## config.mk

```make
export PLATFORM = sky130hd
export DESIGN_NAME = cmn_rand_victim_sel
export DESIGN_NICKNAME = d
export VERILOG_FILES = /design/src/rtl/cmn_rand_pkg.sv /design/src/rtl/cmn_rand_victim_sel.sv
export SDC_FILE = /design/constraint.sdc
export NUM_CORES = 1
export LEC_CHECK = 0
export ABC_AREA = 1
export BUFFER_PORTS_ARGS = -buffer_cell sky130_fd_sc_hd__buf_2
export CAP_MARGIN = 0
export CORE_MARGIN = 2
export CORE_UTILIZATION = 45
export CTS_CLUSTER_DIAMETER = 50
export DETAILED_ROUTE_END_ITERATION = 12
export GPL_TIMING_DRIVEN = 1
export HOLD_SLACK_MARGIN = 0.08
export PLACE_DENSITY = 0.8
export SLEW_MARGIN = 20
export SYNTH_ARGS = -nofsm -noshare
export SYNTH_HDL_FRONTEND = slang
export SYNTH_SLANG_ARGS = --single-unit
export TNS_END_PERCENT = 30
```

## constraint.sdc

```tcl
create_clock -name clk -period 1.5 [get_ports clk]
set_input_delay 0.075 -clock clk [delete_from_list [all_inputs] [get_ports clk]]
set_output_delay 0.075 -clock clk [all_outputs]
set_load 0.05 [all_outputs]
```

## src/rtl/cmn_rand_pkg.sv

```systemverilog
// Shared types and helpers for the random-replacement victim selector.
package cmn_rand_pkg;

  localparam int unsigned MAX_WAYS = 16;
  localparam int unsigned MAX_IDXW = 4;

  typedef enum logic [1:0] {
    IDLE = 2'd0,
    SCAN = 2'd1,
    RESP = 2'd2
  } victim_state_e;

  // Returns {inv_sel, cand}: prefer invalid+unlocked ways, else any unlocked way.
  function automatic logic [MAX_WAYS:0] cand_mask(input logic [MAX_WAYS-1:0] valid,
                                                   input logic [MAX_WAYS-1:0] lock);
    logic [MAX_WAYS-1:0] inv_free;
    inv_free = ~valid & ~lock;
    if (inv_free != '0) cand_mask = {1'b1, inv_free};
    else                cand_mask = {1'b0, ~lock};
  endfunction

endpackage

```

## src/rtl/cmn_rand_victim_sel.sv

```systemverilog
// Random-replacement victim picker: round-robin scan from an LFSR start way,
// invalid+unlocked ways first, else any unlocked way; valid/ready on both sides.
module cmn_rand_victim_sel
  import cmn_rand_pkg::*;
#(
  parameter int unsigned WAYS = 8,
  localparam int unsigned IDXW = $clog2(WAYS)
) (
  input  logic            clk,
  input  logic            rst,
  input  logic [3:0]      rand_i,
  input  logic            req_vld,
  output logic            req_rdy,
  input  logic [WAYS-1:0] valid_mask,
  input  logic [WAYS-1:0] lock_mask,
  output logic            rsp_vld,
  input  logic            rsp_rdy,
  output logic [IDXW-1:0] rsp_way,
  output logic            rsp_inv,
  output logic            rsp_none
);

  victim_state_e       state_q;
  logic [IDXW-1:0]     ptr_q;
  logic [MAX_WAYS-1:0] cand_q;
  logic                inv_sel_q;
  logic                req_rdy_q;
  logic                rsp_vld_q;
  logic [IDXW-1:0]     rsp_way_q;
  logic                rsp_inv_q;
  logic                rsp_none_q;

  logic [MAX_WAYS-1:0] valid_ext_c;
  logic [MAX_WAYS-1:0] lock_ext_c;
  logic [MAX_WAYS:0]   sel_c;
  logic                all_locked_c;

  // Pad unused upper ways as valid+locked so they can never be candidates.
  always_comb begin
    valid_ext_c                = '1;
    lock_ext_c                 = '1;
    valid_ext_c[WAYS-1:0]      = valid_mask;
    lock_ext_c[WAYS-1:0]       = lock_mask;
    sel_c                      = cand_mask(valid_ext_c, lock_ext_c);
    all_locked_c               = (~lock_mask == '0);
  end

  always_ff @(posedge clk or posedge rst) begin
    if (rst) begin
      state_q    <= IDLE;
      ptr_q      <= '0;
      cand_q     <= '0;
      inv_sel_q  <= 1'b0;
      req_rdy_q  <= 1'b1;
      rsp_vld_q  <= 1'b0;
      rsp_way_q  <= '0;
      rsp_inv_q  <= 1'b0;
      rsp_none_q <= 1'b0;
    end else begin
      case (state_q)
        IDLE: begin
          if (req_vld && req_rdy_q) begin
            cand_q    <= sel_c[MAX_WAYS-1:0];
            inv_sel_q <= sel_c[MAX_WAYS];
            ptr_q     <= IDXW'(rand_i);
            req_rdy_q <= 1'b0;
            if (all_locked_c) begin
              state_q    <= RESP;
              rsp_vld_q  <= 1'b1;
              rsp_way_q  <= '0;
              rsp_inv_q  <= 1'b0;
              rsp_none_q <= 1'b1;
            end else begin
              state_q <= SCAN;
            end
          end
        end
        SCAN: begin
          // One way tested per cycle; the pointer wraps naturally at WAYS.
          if (cand_q[MAX_IDXW'(ptr_q)]) begin
            state_q    <= RESP;
            rsp_vld_q  <= 1'b1;
            rsp_way_q  <= ptr_q;
            rsp_inv_q  <= inv_sel_q;
            rsp_none_q <= 1'b0;
          end else begin
            ptr_q <= ptr_q + 1'b1;
          end
        end
        RESP: begin
          if (rsp_rdy) begin
            state_q   <= IDLE;
            rsp_vld_q <= 1'b0;
            req_rdy_q <= 1'b1;
          end
        end
        default: begin
          state_q   <= IDLE;
          rsp_vld_q <= 1'b0;
          req_rdy_q <= 1'b1;
        end
      endcase
    end
  end

  assign req_rdy  = req_rdy_q;
  assign rsp_vld  = rsp_vld_q;
  assign rsp_way  = rsp_way_q;
  assign rsp_inv  = rsp_inv_q;
  assign rsp_none = rsp_none_q;

endmodule
```

* Word level (Yosys, flattened, before mapping)
Cells that the tools add are included.
Widths: inputs -> output; s select.
** Operators by class
- Equal/unequal tests :: 7
- Shift-type cells :: 0
- $add $sub $neg :: 1
- Div/mod/pow operators :: 0
- Multiply operators :: 0
- Reductions and logical operators :: 11
- Multiplexer cells :: 29
- Bitwise operators :: 5
- Magnitude comparators :: 1
** Operators with widths (number)
- $not 16->16 :: 2
- $mux 17 :: 1
- $and 16x16->16 :: 1
- $reduce_bool 16->1 :: 1
- $mux 3 :: 5
- $pmux 3 s2 :: 2
- $mux 1 :: 11
- $ne 2x2->1 const B :: 5
- $reduce_and 3->1 :: 3
- $logic_not 8->1 :: 1
- $mux 2 :: 4
- $not 8->8 :: 1
- $reduce_and 4->1 :: 2
- $pmux 1 s3 :: 2
- $pmux 2 s3 :: 1
- $lt 3x5->1 const B :: 1
- $pmux 1 s2 :: 2
- $add 3x1->3 const B :: 1
- $bmux 1 s3 :: 1
- $eq 2x1->1 const B :: 1
- $eq 2x2->1 const B :: 1
- $logic_not 2->1 :: 1
- $reduce_and 2->1 :: 1
- $reduce_bool 2->1 :: 1
- other kinds (2) :: 2
** Storage, ports and cells
- Input port bits :: 24
- Bits in latches :: 0
- Memory bits (writable) :: 0
- Logic and storage cells :: 63
- Memory bits (read-only) :: 0
- Memories kept :: 0
- Flip-flop bits (word level) :: 21

* Depth between registers and ports, before layout
Gate-level depths: netlist of the first run.
- Depth in word-level cells :: 5
- Gate-level depth with buffers :: 9

* Worst setup path before layout of the first run
OpenSTA, ideal clock, no wires.
- Kind :: flip-flop to flip-flop
- Start :: reg req_rdy_q (netlist: req_rdy)
- End :: reg cand_q[7]
- Cell stages (with the launch flop) :: 7
- Setup time :: 121 ps
- Buffers on the path :: 1
- Arrival time :: 1447 ps
- Slack :: -68 ps
- Path through :: dfstp_2 nand2_1 nor3_4 inv_2 buf_6 nor2_1 a21oi_1
** Between the ends
- Cells in the longest elaborated chain, start to end :: 2
** Ends and longest elaborated chain
- from (decl) :: line cmn_rand_victim_sel.sv:27 : logic req_rdy_q;
- from (signal assigned) :: line cmn_rand_victim_sel.sv:54 : req_rdy_q <= 1'b1;
- from (signal assigned) :: line cmn_rand_victim_sel.sv:66 : req_rdy_q <= 1'b0;
- from (signal assigned) :: line cmn_rand_victim_sel.sv:94 : req_rdy_q <= 1'b1;
- $logic_and 1x1->1 :: line cmn_rand_victim_sel.sv:62 : if (req_vld && req_rdy_q) begin
- $reduce_and 2->1 (no source line)
- to (signal assigned) :: line cmn_rand_victim_sel.sv:63 : cand_q <= sel_c[MAX_WAYS-1:0];
- to (decl) :: line cmn_rand_victim_sel.sv:25 : logic [MAX_WAYS-1:0] cand_q;
Every way passes these cells.
A chain may end at the register's enable or synchronous reset.

* Worst setup path after layout of the first run
- Start :: reg ptr_q[0]
- End :: reg rsp_way_q[0] (netlist: rsp_way[0])
** Between the ends
- Cells in the longest elaborated chain, start to end :: 4
** Ends and longest elaborated chain
- from (decl) :: line cmn_rand_victim_sel.sv:24 : logic [IDXW-1:0] ptr_q;
- from (signal assigned) :: line cmn_rand_victim_sel.sv:65 : ptr_q <= IDXW'(rand_i);
- from (signal assigned) :: line cmn_rand_victim_sel.sv:87 : ptr_q <= ptr_q + 1'b1;
- $bmux 1 s3 :: line cmn_rand_victim_sel.sv:80 : if (cand_q[MAX_IDXW'(ptr_q)]) begin
- $mux 1 (not written as such) :: line cmn_rand_victim_sel.sv:80
- $ne 2x2->1 (no source line)
- $reduce_and 4->1 (no source line)
- to (signal assigned) :: line cmn_rand_victim_sel.sv:83 : rsp_way_q <= ptr_q;
- to (decl) :: line cmn_rand_victim_sel.sv:29 : logic [IDXW-1:0] rsp_way_q;
Several ways; a longest one is shown, not always the timed one. The select of a mux whose other input is x is not followed.

==> results of run 1 <==
through the flow:
step	util, %	setup TNS (ns)	std cells	total power, mW
detailed placement	53.23	0	233	2.775
global route	61.59	0	257	3.388
finish	61.59	0	257	3.093
CTS	61.59	0	257	3.109
floorplan	-	-0.04791	172	2.426
global placement	53.23	0	233	2.747
state kept, by name (all words and copies together) (netlist names):
| signal | flops |
|---|---|
| cand_q | 8 |
| ptr_q | 3 |
| rsp_way | 3 |
| state_q | 2 |
| inv_sel_q | 1 |
| req_rdy | 1 |
| rsp_inv | 1 |
| rsp_none | 1 |
| rsp_vld | 1 |
logic make-up (layout without fill, tap and decap cells):
family | after synthesis | in the layout
DFF | 21 | 21
and+or+nand+nor | 117 | 117
adders and majority gates | 1 | 1
AOI/OAI and AO/OA | 12 | 12
buffers and inverters | 21 | 75
layer usage:
metal / GRT usage, % / part of all wire [%] / wire length [um]
met1: 25.84 / 43 / 1264
met2: 35.22 / 51 / 1494
met3: 4.378 / 3.7 / 107
met4: 6.977 / 2.1 / 63
met5: 0 / 0 / 0
cell usage in the layout, fill, tap and decap left out, drive strengths merged:
| cell type | synthesis | final |
|---|---|---|
| clkbuf | 0 | 4 |
| nand4 | 2 | 2 |
| dfrtp | 20 | 20 |
| ha | 1 | 1 |
| nor2 | 22 | 22 |
| dlygate4sd3 | 0 | 20 |
| inv | 20 | 20 |
| o21ai | 10 | 10 |
| buf | 1 | 31 |
| nand3b | 2 | 2 |
| nor3 | 4 | 4 |
| dfstp | 1 | 1 |
| nand3 | 10 | 10 |
| nand2 | 77 | 77 |
| a21oi | 2 | 2 |
worst max-delay path by stage:
stage | slack, ns | end | cells after the start
4_1_cts | 0.11 | rsp_none | 8
2_1_floorplan | -0.03 | cand_q[7] | 6
5_1_grt | 0.04 | rsp_way[0] | 9
3_5_place_dp | 0.13 | rsp_none | 8
6_report | 0.13 | rsp_way[0] | 8
3_3_place_gp | 0.14 | rsp_none | 8
power groups by stage:
stage	clock network (mW)	logic, mW	registers (mW)
after floorplan	0	1.12	1.31
final	0.285	1.75	1.06
after CTS	0.293	1.76	1.05
after global routing	0.327	1.97	1.09
after detailed placement	0	1.71	1.07
after global placement	0	1.69	1.06
worst max-delay path, cell delays in order (launching register included):
cell and delay [ns]:
sky130_fd_sc_hd__dfrtp_1 0.46, sky130_fd_sc_hd__inv_1 0.17, sky130_fd_sc_hd__nand2_1 0.07, sky130_fd_sc_hd__nand3_1 0.07, sky130_fd_sc_hd__nand2_1 0.09, sky130_fd_sc_hd__nand2_4 0.10, sky130_fd_sc_hd__nand2_4 0.09, sky130_fd_sc_hd__o21ai_0 0.16
sky130_fd_sc_hd__nand2_1 0.06
final cells by class:
type | instances | area, um2 | share of cell area [%]
multi-input combinational | 130 | 641.9 | 38.46
sequential | 21 | 526.8 | 31.56
inverter | 20 | 75.07 | 4.498
clock buffer | 4 | 26.28 | 1.574
timing repair buffer | 51 | 360.3 | 21.59
tap | 31 | 38.79 | 2.324
==> metrics, run 1 <==
post-detailed-placement cell area 1443 um2; clock sink total 21; # port buffers 29; timing-limited maximum frequency 0.7276 GHz; start of the worst register-to-register path ptr_q[0]; H-tree levels 1; number of DRC violations after detailed routing 0; detailed-route vias per instance 4.903; LEAKAGE 0.9393 nW; top cell type's share of synthesized area 39.96%; RePlAce Congestion 0.8420; maximum root-to-sink buffer count 2; setup ws final 0.1256 ns; synthesized area 1252 um2; post-CTS sizing 0; critical path data required time 1.72 ns; slew margin rel. 74.68%; worst hold slack 0.1026 ns; cell type with the highest aggregate area in the netlist sky130_fd_sc_hd__dfrtp_1; biggest fanout along the worst timing path 6; run status finished, final reports clean; gate count of the mapped netlist 172; remaining number of nets flagged by the antenna check after routing 0; area fraction in compound gates after synthesis 4.795%; global-route wire length before repair 5181 um; leading cell types by total area after synthesis sky130_fd_sc_hd__dfrtp_1, sky130_fd_sc_hd__nand2_1, sky130_fd_sc_hd__inv_1, sky130_fd_sc_hd__nor2_1, sky130_fd_sc_hd__nand2_4; Horiz. Die Dim 56.76 um; maximum number of pins on one net before global-route repair 22; post-synthesis mux area share 0%; ranking of synthesized cells by instance count sky130_fd_sc_hd__nand2_1, sky130_fd_sc_hd__dfrtp_1, sky130_fd_sc_hd__inv_1, sky130_fd_sc_hd__nor2_1, sky130_fd_sc_hd__nand3_1; Post-Synthesis Mean Instance Area 7.282 um2; Area Growth Syn to Fin 33.27%; endpoints failing hold 0; Worst Setup SP ptr_q[0]; share of total power consumed by net switching 50.78%; skew final 0.009262 ns; Design Area, Final 1669 um2; simple-gate share of the synthesized area 45.25%; FF+latch count, synth 21; total die area 3221 um2; period utilisation layout 91.63%; Yosys warnings 0; worst vdd ir 1.525 mV; share of power burned in the clock network 9.2%; Vias 1260; number of inserted diodes 0; internal power summed over all cells 1.522 mW; Worst Setup Path Type flip-flop to flip-flop; Initial Utilization 46.21%; main combinational cell family by area after synthesis simple AND/OR/NAND/NOR gates; critical path launch point type flip-flop; portion of total power attributed to sequential cells 34.2%; register-to-register setup slack 0.13 ns; clock period minus worst slack 1.374 ns; clock slew at the register clock pins of the worst setup and hold paths 0.12 ns; Final Setup Violations 0; post-synthesis cell type count 23; core region area 2710 um2; clock tree from TritonCTS done; data arrival at the endpoint of the critical path 1.59 ns; via count of the first global-routing pass 1220; overflow left after global routing 0; class of the worst hold path input port to flip-flop; insertion delay to the later sink of the worst-skew pair 0.32 ns; most common flop cell mapped by yosys sky130_fd_sc_hd__dfrtp_1; DP HPWL 1881 um; GR Util All Layers 20.64%; wirelength, routed 2931 um; slew of the pin with the lowest slew margin 0.3769 ns; antenna violations before repair 0; number of instances on the worst hold path 5; number of filler cells placed in the layout 248; most instantiated library cell after synthesis sky130_fd_sc_hd__nand2_1; Die Ht 56.76 um; drt first pass iters 4; worst slack after detailed placement 0.1314 ns; count of cells along the worst register-to-register path 8; relative contribution of combinational cells to total power 56.6%; Power Dens Cells 1853 nW/um2; post-CTS setup repair buffer count 0; number of flops mapped to enable cells by yosys 0; P_sw 1.570 mW; proportion of register bits with asynchronous set or reset after synthesis 100.0%; Synth Area in XOR/XNOR 0%; category of the worst setup path capture point flip-flop; Root Buffer sky130_fd_sc_hd__clkbuf_4; capture point of the worst reg-to-reg path rsp_way[0]; count of pins over their slew limit 0; max-cap violations 0; HP Start rand_i[0]; Post-CTS Hold Buffers 20; share of the yosys chip area belonging to registers 42.06%; endpoint with the worst hold slack ptr_q[0]; routed wirelength normalized by instance count 11.40 um; FP Rows 19; number of DRC violations after detailed-routing iteration 0 28; adder-cell share of the synthesized area 0.9990%; Total Nets Final 252; share of post-route cells with drive strength above 1 23.01%; I/O pin cnt 31; clock buffers created by TritonCTS 3; nets in the synthesized netlist 197; RSZ-0062 raised after global routing no
Note: power is estimated with default switching activity, not from simulation.
==> run 2: changes to the inputs <==
Settings changed: ABC_AREA 1 to not set, CTS_CLUSTER_SIZE set to 40, PLACE_DENSITY 0.8 to 0.81.
Clock period 1.5 ns to 1.75 ns, I/O delays scaled along.
==> metrics, run 2 <==
run status finished, final reports clean; period utilisation layout 97.77% (+6.1 points); class of the worst hold path input port to flip-flop; CP max stage cell sky130_fd_sc_hd__mux4_2; leading cell types by total area after synthesis sky130_fd_sc_hd__dfrtp_1, sky130_fd_sc_hd__a211oi_1, sky130_fd_sc_hd__a21o_1, sky130_fd_sc_hd__mux4_2, sky130_fd_sc_hd__nand2_1; H-tree levels 1 (unchanged); Vias 1034 (-18%); maximum number of pins on one net before global-route repair 22 (unchanged); insertion delay to the later sink of the worst-skew pair 0.29 ns (-0.03 ns); drt first pass iters 4 (unchanged); Die Ht 53.55 um (-5.6%); routed wirelength normalized by instance count 14.01 um (+23%); data arrival at the endpoint of the critical path 1.91 ns (+0.32 ns); post-CTS sizing 0 (unchanged); total buffers and inverters traversed by the critical path 0 (-1); number of DRC violations after detailed routing 0 (unchanged); Area Growth Syn to Fin 25.71%; Crit path largest cell delay 0.51 ns (+0.05 ns); clock sink total 21 (unchanged); maximum root-to-sink buffer count 2 (unchanged); category of the worst setup path capture point flip-flop; RSZ-0062 raised after global routing yes; max FFs per register 8 (unchanged); critical path's top delay family multiplexers; critical-path cell list mux4_2 > mux2_4 > o32a_1 > o21a_1; global-route wire length before repair 4119 um (-20%); Horiz. Die Dim 53.55 um (-5.6%); multi-input logic area 546.8 um2 (-15%); gate count of the mapped netlist 109 (-37%); post-CTS setup repair buffer count 0 (unchanged); area taken by flip-flops and latches 526.8 um2 (unchanged); share of the yosys chip area belonging to registers 47.68% (+5.6 points); biggest fanout along the worst timing path 7 (+1); DP HPWL 1927 um (+2.4%); wirelength, routed 2465 um (-16%); most frequent standard cell in the layout excluding fill and tap cells sky130_fd_sc_hd__buf_2; LEAKAGE 0.6807 nW (-28%); number of DRC violations after detailed-routing iteration 0 27 (-3.6%); share of post-route cells with drive strength above 1 31.76% (+8.7 points); synthesized area 1105 um2 (-12%); post-synthesis cell type count 33 (+43%); clock period minus worst slack 1.711 ns (+0.3367 ns); Initial Utilization 48.54% (+2.3 points); antenna violations before repair 0 (unchanged); most common flop cell mapped by yosys sky130_fd_sc_hd__dfrtp_1; number of inserted diodes 0 (unchanged); endpoints failing hold 0 (unchanged); core region area 2276 um2 (-16%); Worst Setup Path Type flip-flop to flip-flop; clock buffers created by TritonCTS 3 (unchanged); remaining number of nets flagged by the antenna check after routing 0 (unchanged); Post-Synthesis Mean Instance Area 10.14 um2 (+39%); Most flops, register cand_q; most instantiated library cell after synthesis sky130_fd_sc_hd__dfrtp_1; total die area 2868 um2 (-11%); slew margin rel. 48.15% (-27 points); ranking of synthesized cells by instance count sky130_fd_sc_hd__dfrtp_1, sky130_fd_sc_hd__nand2_1, sky130_fd_sc_hd__a211oi_1, sky130_fd_sc_hd__a21o_1, sky130_fd_sc_hd__nand3_1; number of flops mapped to enable cells by yosys 0 (unchanged); count of pins over their slew limit 0 (unchanged); max-cap violations 0 (unchanged); detailed-route vias per instance 5.875 (+20%); # port buffers 29 (unchanged); clock slew at the register clock pins of the worst setup and hold paths 0.11 ns (about the same); nets in the synthesized netlist 134 (-32%); Yosys warnings 0 (unchanged); skew final 0.002042 ns (-0.007220 ns); top library cells by usage in the layout, fill and taps aside sky130_fd_sc_hd__buf_2, sky130_fd_sc_hd__dfrtp_1, sky130_fd_sc_hd__nand2_1; Final Util 61.02% (-0.57 points); slew of the pin with the lowest slew margin 0.7770 ns (+0.4001 ns); number of filler cells placed in the layout 203 (-18%); Root Buffer sky130_fd_sc_hd__clkbuf_4; FF+latch count, synth 21 (unchanged); clock tree from TritonCTS done; Final Setup Violations 0 (unchanged); timing-limited maximum frequency 0.5844 GHz (-20%); FP Rows 17 (-2); top cell type's share of synthesized area 45.30% (+5.3 points); Power Dens Cells 1813 nW/um2 (-2.2%); Total Nets Final 174 (-31%); worst vdd ir 0.8476 mV (-44%); critical path launch point type flip-flop; cell type with the highest aggregate area in the netlist sky130_fd_sc_hd__dfrtp_1; RePlAce Congestion 0.9025 (+7.2%); critical path data required time 1.95 ns (+0.23 ns); GR Util All Layers 19.53% (-1.1 points); proportion of register bits with asynchronous set or reset after synthesis 100.0% (unchanged); overflow left after global routing 0 (unchanged); Overall Power 2.517 mW (-19%); I/O pin cnt 31 (unchanged); via count of the first global-routing pass 1004 (-18%)
run 2: cell families (layout without fill, tap and decap cells):
logic type	Yosys count	in the layout	synth area share [%]
compound gates	39	39	25.48
flops	21	21	47.68
fa+ha+maj	1	1	1.132
simple gates	35	35	15.97
buf+inv	9	48	3.058
mux	4	4	6.681
run 2: report_power, final:
group,switching (mW),leakage [nW],internal [mW]
combinational,0.765,0.408,0.606
clock,0.135,0.0150,0.0887
sequential,0.198,0.257,0.726
run 2: per-stage QoR:
stage               setup TNS (ns)  instances  worst slack [ns]  area [um2]  hold WS [ns]
CTS                              0        176           0.02892        1389       0.09838
detailed placement               0        169           0.03951        1333        0.2613
finish                           0        176           0.03894        1389        0.1027
global placement                 0        169           0.05909        1333        0.2529
global route               -0.1040        176          -0.05100        1389       0.09702
floorplan                        0        109         0.0009526        1107       0.06329
run 2: metal layers:
metal / GRT usage [%] / routed length, um
met1: 25.13 / 1033
met5: 0 / 0
met2: 31.69 / 1231
met3: 3.056 / 169
met4: 10.26 / 29
run 2: cell type report:
cell class,instances,share of cell area (%)
clock buffer,4,1.892
multi-input combinational,79,39.37
inverter,3,0.8108
sequential,21,37.93
timing repair buffer,41,17.48
tap,28,2.523
run 2: path summary, 6_finish.rpt:
kind	startpoint	endpoint	slack (ns)	cells after the start
setup / recovery	ptr_q[0]	ptr_q[1]	0.04	4
hold / removal	lock_mask[3]	cand_q[3]	0.10	3
setup reg to reg	ptr_q[0]	ptr_q[1]	0.04	4
hold reg to reg	cand_q[6]	cand_q[6]	0.49	1
max in group asynchronous	rst	ptr_q[1]	0.80	3
min in group asynchronous	rst	cand_q[3]	0.47	3
run 2: timing repair:
action	CTS	global route
hold buffers	3	0
endpoints found under the hold margin	22	0
setup endpoints to repair	0	4
run 2: worst reg2reg max path, delay by kind of cell, from the launching register on:
kind | cells | cell delay (ns)
multiplexers | 2 | 0.84
AO/OA/AOI/OAI | 2 | 0.39
flip-flops | 1 | 0.38
==> run 3: changes to the inputs <==
Settings changed: CORE_UTILIZATION 45 to 48, PLACE_DENSITY 0.81 to 0.85.
==> metrics, run 3 (synthesis gave the netlist of run 2 again) <==
Most flops, register cand_q; max FFs per register 8 (unchanged); DP HPWL 1935 um (+0.42%); clock buffers created by TritonCTS 3 (unchanged); number of filler cells placed in the layout 193 (-4.9%); Worst Setup Path Type flip-flop to flip-flop; maximum root-to-sink buffer count 2 (unchanged); overflow left after global routing 0 (unchanged); clock period minus worst slack 1.738 ns (+0.02712 ns); # port buffers 29 (unchanged); Power Dens Cells 1833 nW/um2 (+1.1%); Final Util 63.91% (+2.9 points); share of post-route cells with drive strength above 1 32.21% (+0.46 points); clock sink total 21 (unchanged); total die area 2701 um2 (-5.8%); critical path's top delay family multiplexers; top library cells by usage in the layout, fill and taps aside sky130_fd_sc_hd__buf_2, sky130_fd_sc_hd__dfrtp_1, sky130_fd_sc_hd__nand2_1; Crit path largest cell delay 0.52 ns (about the same); critical path data required time 1.96 ns (about the same); post-detailed-placement cell area 1325 um2 (-0.56%); Total Nets Final 175 (+0.57%); final sum of negative setup slack 0 ns (unchanged); area taken by flip-flops and latches 526.8 um2 (unchanged); endpoints failing hold 0 (unchanged); Area Growth Syn to Fin 26.73%; Horiz. Die Dim 51.98 um (-2.9%); met2 layer usage reported by global route 39.45% (+7.8 points); worst hold slack 0.08052 ns (-0.02215 ns); LEAKAGE 0.6875 nW (+1.0%); insertion delay to the later sink of the worst-skew pair 0.32 ns (+0.03 ns); Final Setup Violations 0 (unchanged); most frequent standard cell in the layout excluding fill and tap cells sky130_fd_sc_hd__buf_2; class of the worst hold path input port to flip-flop; timing-limited maximum frequency 0.5753 GHz (-1.6%); biggest fanout along the worst timing path 6 (-1); detailed-route vias per instance 5.972 (+1.6%); stages on the worst setup path 4 (unchanged); count of pins over their slew limit 0 (unchanged); GR met3 Demand/Resource 2.586% (-0.47 points); worst slack after detailed placement 0.04118 ns (+0.001663 ns); number of instances on the worst hold path 3 (unchanged); number of DRC violations after detailed routing 0 (unchanged); I/O pin cnt 31 (unchanged); run status finished, final reports clean; drt first pass iters 6 (+2); total buffers and inverters traversed by the critical path 0 (unchanged); RSZ-0062 raised after global routing yes; period utilisation layout 99.32% (+1.5 points); clock slew at the register clock pins of the worst setup and hold paths 0.12 ns (about the same); critical-path cell list mux4_2 > mux2_4 > o32a_1 > o21a_1; post-CTS sizing 0 (unchanged); Initial Utilization 50.43% (+1.9 points); slew of the pin with the lowest slew margin 0.7482 ns (-0.02874 ns); core region area 2191 um2 (-3.7%); remaining number of nets flagged by the antenna check after routing 0 (unchanged); slew margin rel. 50.06% (+1.9 points); CP max stage cell sky130_fd_sc_hd__mux4_2; Die Ht 51.98 um (-2.9%); FP Rows 17 (unchanged); antenna violations before repair 0 (unchanged); skew final 0.01133 ns (+0.009285 ns); max-cap violations 0 (unchanged); number of inserted diodes 0 (unchanged); RePlAce Congestion 0.8530 (-5.5%); clock tree from TritonCTS done; met1 layer usage reported by global route 25.42% (+0.28 points); count of cells along the worst register-to-register path 4 (unchanged); critical path launch point type flip-flop; category of the worst setup path capture point flip-flop; worst vdd ir 0.8849 mV (+4.4%); Design Area, Final 1400 um2 (+0.81%); global-route wire length before repair 4381 um (+6.4%); setup ws final 0.01183 ns (-0.02712 ns); number of DRC violations after detailed-routing iteration 0 11 (-59%); wirelength, routed 2523 um (+2.4%); multi-input logic area 546.8 um2 (unchanged); via count of the first global-routing pass 1048 (+4.4%); GR Util All Layers 21.58% (+2.1 points); data arrival at the endpoint of the critical path 1.95 ns (+0.04 ns); Vias 1057 (+2.2%); routed wirelength normalized by instance count 14.25 um (+1.8%); maximum number of pins on one net before global-route repair 22 (unchanged); Root Buffer sky130_fd_sc_hd__clkbuf_4; most utilized layer in the global route result met2; H-tree levels 1 (unchanged)
run 3: per-stage QoR:
| step | instances | power, mW |
|---|---|---|
| 2_1_floorplan | 109 | 1.856 |
| 3_3_place_gp | 168 | 2.228 |
| 3_5_place_dp | 168 | 2.296 |
| 4_1_cts | 176 | 2.540 |
| 5_1_grt | 177 | 2.754 |
| 6_report | 177 | 2.566 |
run 3: power by group:
group | switching (mW) | internal, mW | leakage, nW
sequential | 0.210 | 0.725 | 0.257
clock | 0.154 | 0.0856 | 0.0177
combinational | 0.768 | 0.623 | 0.412
total | 1.13 | 1.43 | 0.688
run 3: what timing repair did:
| action | 4_1_cts | 5_1_grt |
|---|---|---|
| hold buffers | 4 | 0 |
| buffers inserted | 0 | 1 |
| endpoints found under the setup margin | 0 | 3 |
| endpoints found under the hold margin | 23 | 0 |
run 3: area by class of cell:
type,instances,share of cell area [%]
inverter,3,0.8043
multi-input combinational,79,39.05
sequential,21,37.62
timing repair buffer,42,18.05
clock buffer,3,1.609
tap,28,2.502
clock inverter,1,0.3575
run 3: final timing paths:
kind	from	endpoint	slack (ns)
max	ptr_q[0]	ptr_q[1]	0.01
min	lock_mask[3]	cand_q[3]	0.08
max reg2reg	ptr_q[0]	ptr_q[1]	0.01
min reg2reg	cand_q[6]	cand_q[6]	0.48
max in group asynchronous	rst	ptr_q[1]	0.84
min in group asynchronous	rst	rsp_way[0]	0.43
run 3: metal layers:
layer  vias to the layer above  share of wire (%)
met1                       522                 42
li1                        503                  -
met2                        29                 52
met5                         -                  0
met4                         0                1.4
met3                         3                4.1
run 3: worst reg2reg max path: cells and delay by family, from the launching register on:
family / cells / cell delay [ns]
compound gates: 2 / 0.39
flops: 1 / 0.40
mux: 2 / 0.84
